<file path="config.mk">
export PLATFORM = sky130hd
export DESIGN_NAME = mem_port_arbiter
export DESIGN_NICKNAME = d
export VERILOG_FILES = /design/src/rtl/mem_port_arbiter.sv
export SDC_FILE = /design/constraint.sdc
export NUM_CORES = 1
export LEC_CHECK = 0
export ABC_AREA = 1
export CORE_MARGIN = 2
export CORE_UTILIZATION = 34
export DETAILED_ROUTE_END_ITERATION = 8
export PLACE_DENSITY = 0.81
export SYNTH_ARGS = -nofsm -noshare
export SYNTH_HDL_FRONTEND = slang
export SYNTH_SLANG_ARGS = --single-unit
</file>
<file path="constraint.sdc">
create_clock -name clk -period 6.68 [get_ports clk]
set_input_delay 2.004 -clock clk [delete_from_list [all_inputs] [get_ports clk]]
set_output_delay 2.004 -clock clk [all_outputs]
set_load 0.01 [all_outputs]
</file>
<file path="src/rtl/mem_port_arbiter.sv">
// Shares one memory bus port between instruction fetch and load/store, with data priority and an anti-starvation limit.
// Optional watchdog: define ARB_TIMEOUT_EN to abort a stuck transaction after TIMEOUT_CYCLES.
module mem_port_arbiter #(
  parameter int ADDR_W         = 32,
  parameter int DATA_W         = 32,
  parameter int MAX_DSTREAK    = 4,
  parameter int TIMEOUT_CYCLES = 64
) (
  input  logic                clk,
  input  logic                rst,
  input  logic                if_req,
  input  logic [ADDR_W-1:0]   if_addr,
  input  logic                if_flush,
  output logic                if_gnt,
  output logic                if_rvalid,
  output logic [DATA_W-1:0]   if_rdata,
  input  logic                mem_req,
  input  logic                mem_we,
  input  logic [DATA_W/8-1:0] mem_wstrb,
  input  logic [ADDR_W-1:0]   mem_addr,
  input  logic [DATA_W-1:0]   mem_wdata,
  output logic                mem_gnt,
  output logic                mem_rvalid,
  output logic [DATA_W-1:0]   mem_rdata,
  output logic                bus_req,
  output logic                bus_we,
  output logic [DATA_W/8-1:0] bus_wstrb,
  output logic [ADDR_W-1:0]   bus_addr,
  output logic [DATA_W-1:0]   bus_wdata,
  input  logic                bus_ready,
  input  logic                bus_rvalid,
  input  logic [DATA_W-1:0]   bus_rdata,
  output logic                bus_err
);

  // state  | meaning
  // IDLE   | no transaction outstanding; arbitrate and present winner on the bus
  // WAIT_I | fetch accepted, waiting for its bus response
  // WAIT_D | load/store accepted, waiting for its bus response
  typedef enum logic [1:0] {IDLE, WAIT_I, WAIT_D} state_t;

  state_t     state, state_nxt;
  logic [3:0] dstreak;
  logic       squash;
  logic       mem_win;
  logic       to_fire;
  logic       rsp_done;
  logic       fetch_done;
  logic       data_done;
  logic       squash_now;

`ifdef ARB_TIMEOUT_EN
  localparam int CNT_W = $clog2(TIMEOUT_CYCLES + 1);
  logic [CNT_W-1:0] wait_cnt;

  // Held at zero in IDLE so it starts from zero on every entry to WAIT_x.
  always_ff @(posedge clk or posedge rst) begin
    if (rst)
      wait_cnt <= '0;
    else if (state == IDLE)
      wait_cnt <= '0;
    else
      wait_cnt <= wait_cnt + 1'b1;
  end

  assign to_fire = (state != IDLE) && !bus_rvalid &&
                   (wait_cnt == CNT_W'(TIMEOUT_CYCLES - 1));

  always_ff @(posedge clk or posedge rst) begin
    if (rst)
      bus_err <= 1'b0;
    else
      bus_err <= to_fire;
  end
`else
  assign to_fire = 1'b0;
  assign bus_err = (TIMEOUT_CYCLES < 0);
`endif

  assign rsp_done   = bus_rvalid | to_fire;
  assign fetch_done = (state == WAIT_I) && rsp_done;
  assign data_done  = (state == WAIT_D) && rsp_done;
  assign squash_now = squash | if_flush;
  assign mem_win    = mem_req && !(if_req && (dstreak == 4'(MAX_DSTREAK)));

  always_ff @(posedge clk or posedge rst) begin
    if (rst)
      state <= IDLE;
    else
      state <= state_nxt;
  end

  always_comb begin
    state_nxt = state;
    case (state)
      IDLE: begin
        if (mem_gnt)
          state_nxt = WAIT_D;
        else if (if_gnt)
          state_nxt = WAIT_I;
      end
      WAIT_I, WAIT_D: begin
        if (rsp_done)
          state_nxt = IDLE;
      end
      default: state_nxt = IDLE;
    endcase
  end

  // Gated by rst so every output reads 0 while reset is held, even with requests pending.
  always_comb begin
    bus_req   = 1'b0;
    bus_we    = 1'b0;
    bus_wstrb = '0;
    bus_addr  = '0;
    bus_wdata = '0;
    mem_gnt   = 1'b0;
    if_gnt    = 1'b0;
    if (!rst && state == IDLE) begin
      if (mem_win) begin
        bus_req   = 1'b1;
        bus_we    = mem_we;
        bus_wstrb = mem_wstrb;
        bus_addr  = mem_addr;
        bus_wdata = mem_wdata;
        mem_gnt   = bus_ready;
      end else if (if_req) begin
        bus_req  = 1'b1;
        bus_addr = if_addr;
        if_gnt   = bus_ready;
      end
    end
  end

  always_ff @(posedge clk or posedge rst) begin
    if (rst)
      dstreak <= '0;
    else if (mem_gnt) begin
      if (!if_req)
        dstreak <= '0;
      else if (dstreak != 4'(MAX_DSTREAK))
        dstreak <= dstreak + 4'd1;
    end else if (if_gnt)
      dstreak <= '0;
  end

  // A flush in the grant cycle counts as well as one during WAIT_I.
  always_ff @(posedge clk or posedge rst) begin
    if (rst)
      squash <= 1'b0;
    else if (state != IDLE && rsp_done)
      squash <= 1'b0;
    else if (if_flush && (if_gnt || state == WAIT_I))
      squash <= 1'b1;
  end

  always_ff @(posedge clk or posedge rst) begin
    if (rst) begin
      if_rvalid  <= 1'b0;
      if_rdata   <= '0;
      mem_rvalid <= 1'b0;
      mem_rdata  <= '0;
    end else begin
      if_rvalid  <= fetch_done && !squash_now;
      mem_rvalid <= data_done;
      if (fetch_done && !squash_now)
        if_rdata <= bus_rvalid ? bus_rdata : '0;
      if (data_done)
        mem_rdata <= bus_rvalid ? bus_rdata : '0;
    end
  end

endmodule

</file>
# Word level (Yosys, flattened, before mapping)
# Cells that the tools add are included.
# classes
n_addsub	1
n_eq_ne	7
mux	28
n_bitwise	1
n_reduce_logical	19
# op_table
operator	count
$mux W32	6
$mux W4	6
$mux W1	12
$logic_and A1 B1 Y1	8
$mux W2	3
$reduce_bool A2 Y1	3
$add A4 B1 Y4 const B	1
$eq A4 B3 Y1 const B	1
$ne A4 B3 Y1 const B	1
$pmux W2 S2	1
$reduce_and A2 Y1	2
$logic_not A1 Y1	3
$ne A3 B2 Y1 const B	1
$ne A3 B3 Y1 const B	1
$eq A2 B1 Y1 const B	1
$eq A2 B2 Y1 const B	1
$logic_not A2 Y1	1
$ne A2 B2 Y1 const B	1
$reduce_or A2 Y1	1
$logic_or A1 B1 Y1	1
$or A1 B1 Y1	1
# word_totals
register_bits	73
out_inout_bits	139
word_cells	63

# Logic depth before layout (Yosys ltp)
# depth
ltp_word	10
ltp_mapped	9

# Worst setup path before layout
# Ideal clock, no wire load.
# synth_path
path_type	input-to-output
startpoint	input port rst
endpoint	output port bus_addr[19]
t_arrival_ns	4.329
setup_slack_ns	0.347
stages	4
path_buffers	1
cell_sequence	inv_1 nand2_2 clkbuf_1 a21oi_1
# synth_between
elab_chain_cells	3
# synth_lines
element	line_no	source
start, declared	10	input logic rst,
$logic_not A1 Y1 (no source line)	-	
$logic_and A1 B1 Y1	119	if (!rst && state == IDLE) begin
$mux W32	119	
end, declared	28	output logic [ADDR_W-1:0] bus_addr,
# Every way passes these cells.

# Worst setup path after layout
# layout_path
startpoint	input port if_req
endpoint	output port bus_addr[21]
# layout_between
elab_chain_cells	5
# layout_lines
element	line_no	source
start, declared	11	input logic if_req,
$logic_and A1 B1 Y1	84	assign mem_win = mem_req && !(if_req && (dstreak == 4'(MAX_DSTREAK)));
$logic_not A1 Y1	84	
$logic_and A1 B1 Y1	84	
$mux W32 *	120	if (mem_win) begin
$mux W32 *	119	
# Mark *: on every way between the ends. The rest lies on a longest branch, timed or not.

==> flow_results.org <==
** Power
- Cell internal power was estimated by the tool at 1.51 mW.
- Of the total power, the share spent switching nets is approximately 35%.
- The worst-case IR drop observed on VDD is 238 uV.
- Switching Power :: about 0.83 mW
- Clock network fraction of total power :: 16.5%
- Gate power share :: between 50% and 60%
- Power spread over the standard cell area amounts to 346 mW/mm2.
- The analysis attributes to cell leakage a power of around 3.0 nW.
- Sequential Power Share :: 32.9%

** Worst setup path
- Dominant cell type by count on the critical path :: clkdlybuf4s50_1
- Data on the critical path arrives at its endpoint at between 4 and 5 ns.
- CP delay by family, top :: buffers and inverters
- Crit Path Category :: input pin to output port
- Worst Path Max Fanout :: 69
- STA classifies the critical path endpoint as an output port.
- Total buffers and inverters traversed by the critical path :: 3
- Chain of cells forming the critical path :: clkdlybuf4s50_1, nand4_2, nand2_4, inv_4, nand2_1, a21oi_1, clkdlybuf4s50_1
- Required time of the critical path :: 4.68 ns
- For this design, the slowest cell found on the critical path is clkdlybuf4s50_1.
- The worst setup path is launched from an input pin.
- Max stage delay on crit path :: 0.61 ns

** STA
- Worst-Margin Slew :: 1.11 ns
- Final Slew Violations :: 0
- Relative max-transition margin :: 25.8%
- Setup tns final :: 0 ns
- Setup violations remaining at the end of the flow were counted as 0.
- The final number of hold-violating endpoints was 0.
- Period minus WS final :: 6.21 ns
- Final Cycle Share :: between 90% and 100%
- Unrepaired setup endpoints after global routing :: no
- Max Freq :: between 0.15 and 0.2 GHz
- The clock arrives with ~0.008 ns of skew.

** Final layout
- After routing the design area is 0.00676 mm2.
- Multi-input combinational cell area :: roughly 0.0015 mm2
- Commonest cells after routing, fill and taps aside :: 277 x clkdlybuf4s50_1, 129 x nand2_1, 73 x dfrtp_1
- Most common cell after layout, fill and taps aside :: clkdlybuf4s50_1
- In the final layout, the share of cells above drive strength 1 is approximately 3.7%.
- Sequential cell area :: 0.00183 mm2
- Filler Cell Count :: roughly 930
- Number of nets in the finished design :: roughly 900
- Relative to the synthesized area, the layout overhead comes to 81.1%.

** Global route
- Via count of the first global-routing pass :: slightly above 4k
- The first global-routing pass estimated about 21000 um of wire.
- Entering global routing, the biggest net connects between 70 and 80 pins.
- The number of antenna violations at the first check in global routing was 2.
- Global Route Usage Sum :: a little under a quarter
- Remaining Overflow, GRT :: 0

** Clock network
- Clock-pin slew was measured on the worst setup and hold paths at 0.07 ns.
- Root Buffer :: clkbuf_8
- In this run, post-CTS hold repair placed 0 buffers.
- Quantity of gates resized following cts :: 0
- CTS H-tree lvls :: 3
- At the later pin of the worst-skew pair, clock insertion delay measures roughly 0.35 ns.
- CTS Sinks :: between 70 and 80
- Buffers inserted during clock tree synthesis total 9.
- TritonCTS built the clock tree.
- The clock passes through at most 2 buffers.
- After clock tree synthesis, the setup repair step added 0 buffers.

** Logic synthesis
- Of the synthesized area, sequential elements account for a little under 50%.
- After Yosys synthesis, XOR and XNOR cells account for less than 1% of the synthesized area.
- In the post-synthesis netlist, the biggest area contributors are dfrtp_1 49%, nand2_1 13%, o21ai_0 6.7%.
- Synthesis inferred 73 register bits.
- Dividing the synthesized area by the synthesized cell count gives approximately 7.5 um2.
- Multiplexer fraction of the synthesized cell area :: 0%
- Yosys printed 0 warnings.
- The synthesized netlist devotes about 1.7% of its cell area to adder and majority cells.
- Cell accounting for the most synthesized area :: dfrtp_1
- Post-synthesis cell count :: 495
- Number of unique standard cell types used by synthesis :: 23
- Synthesis produced a netlist with a net count of 640.
- After synthesis, the largest family of logic cells by area is simple AND/OR/NAND/NOR gates.
- The mapped netlist covers between 0.003 and 0.004 mm2.
- Simple-gate share of the synthesized area :: between 20 and 30%
- Share of the synthesized area in the top cell type :: slightly below 50%
- Summing the areas of all compound-gate instances in the mapped netlist gives a little over an eighth of the synthesized area.

** Routing
- Via density per instance :: 4.76
- Post-route DRC violation count :: 0
- Total iterations of the first detailed-routing run :: 4
- Total routed wirelength :: between 10000 and 15000 um
- Dividing the detail-routed wire length by the instance count gives around 16 um.
- The first routing iteration left 321 violations.
- The routed layout has between 4k and 5k vias.
- Number of nets with antenna violations after routing :: 0

** Run
- Max Cap Viol :: 0

** Floorplanning
- Die area :: roughly 0.012 mm2
- Width of the die :: 109 um
- The die is between 100 and 150 um tall.
- The floorplan has 38 rows.
- In this run the count of I/O pins placed on the die edge is around 280.
- Core area :: about 0.011 mm2
- The initial utilization of the core area, before any placement, comes to approximately a third.

** Place
- In this run the cell area measured after placement is about 0.0065 mm2.
- During placement, the flow inserted port buffers numbering about 280.
- Final Wtd Congestion :: roughly 0.87
- After legalization and detailed placement, the total HPWL measured roughly 11000 um.

** Run status
- Status :: completed

** Worst hold path
- Worst hold-check path type :: flip-flop to flip-flop
[synthesized netlist by cell type]
master	number
buf_6	3
nand2_2	2
o21ai_0	50
a21oi_1	49
dfrtp_1	73
xor2_1	1
nand4_1	1
nor2_2	1
xnor2_1	1
inv_1	46
nand2_4	1
clkbuf_1	17
buf_4	8
conb_1	1
nand3_1	37
inv_4	1
nor2_1	58
o21ai_1	1
nand4_2	1
buf_2	7
nand2_1	129
ha_1	5
o22ai_1	2
[metal layers]
layer	track usage [%]	share of wire, %	vias up
met5	0	0	-
met4	10.3	2.9	0
met3	9.68	10	23
met2	41.7	51	204
met1	25.0	36	1969
li1	-	-	2080
[cells by family after synthesis]
| kind of cell | after synthesis |
|---|---|
| flip-flops | 73 |
| buffers and inverters | 82 |
| adder cells (fa/ha/maj) | 5 |
| XOR/XNOR | 2 |
| AO/OA/AOI/OAI | 102 |
| AND/OR/NAND/NOR | 230 |
| other | 1 |
[final cells by class]
type                       count  area share [%]
inverter                      47            2.65
tap                          140            2.59
antenna                        2          0.0741
multi-input combinational    340            22.8
timing repair buffer         281            41.5
sequential                    73            27.0
clock buffer                  10            2.04
clock inverter                 6            1.35
[worst min-delay path: stages (launching register included)]
cell and delay, ns:
dfrtp_1 0.35, nand2_1 0.05, o21ai_0 0.06
[flip-flops by register name (all words and copies together), names as in the netlist]
| register | cells |
|---|---|
| squash | 1 |
| state | 2 |
| if_rvalid | 1 |
| mem_rdata | 32 |
| dstreak | 4 |
| mem_rvalid | 1 |
| if_rdata | 32 |
[worst paths after layout]
kind / startpoint / to / slack [ns] / depth (start not counted)
max: if_req / bus_addr[21] / 0.47 / 7
min: mem_rdata[15]$_DFFE_PP0P_ / mem_rdata[15]$_DFFE_PP0P_ / 0.49 / 2
max reg2reg: state[0]$_DFFE_PP0P_ / mem_rdata[1]$_DFFE_PP0P_ / 4.09 / 6
min reg2reg: mem_rdata[15]$_DFFE_PP0P_ / mem_rdata[15]$_DFFE_PP0P_ / 0.49 / 2
max in group asynchronous: rst / mem_rdata[13]$_DFFE_PP0P_ / 3.79 / 3
min in group asynchronous: rst / state[0]$_DFFE_PP0P_ / 2.27 / 3
[power by group through the flow]
stage | combinational (mW) | sequential, mW | clock (mW)
floorplan | 0.401 | 0.855 | 0
finish | 1.18 | 0.769 | 0.386
global route | 1.30 | 0.789 | 0.419
global placement | 1.16 | 0.764 | 0
detailed placement | 1.19 | 0.774 | 0
CTS | 1.19 | 0.767 | 0.398
[metrics by stage]
stage / instances / total power [mW] / hold slack (ns) / util [%] / worst slack, ns
after floorplan: 495 / 1.26 / 0.467 / - / 0.347
final: 899 / 2.34 / 0.489 / 62.6 / 0.472
after global placement: 881 / 1.92 / 0.467 / 60.4 / 0.536
after CTS: 897 / 2.36 / 0.491 / 62.5 / 0.489
after detailed placement: 881 / 1.96 / 0.472 / 60.4 / 0.513
after global routing: 899 / 2.50 / 0.514 / 62.6 / 0.322
(Power assumes the default switching activity.)
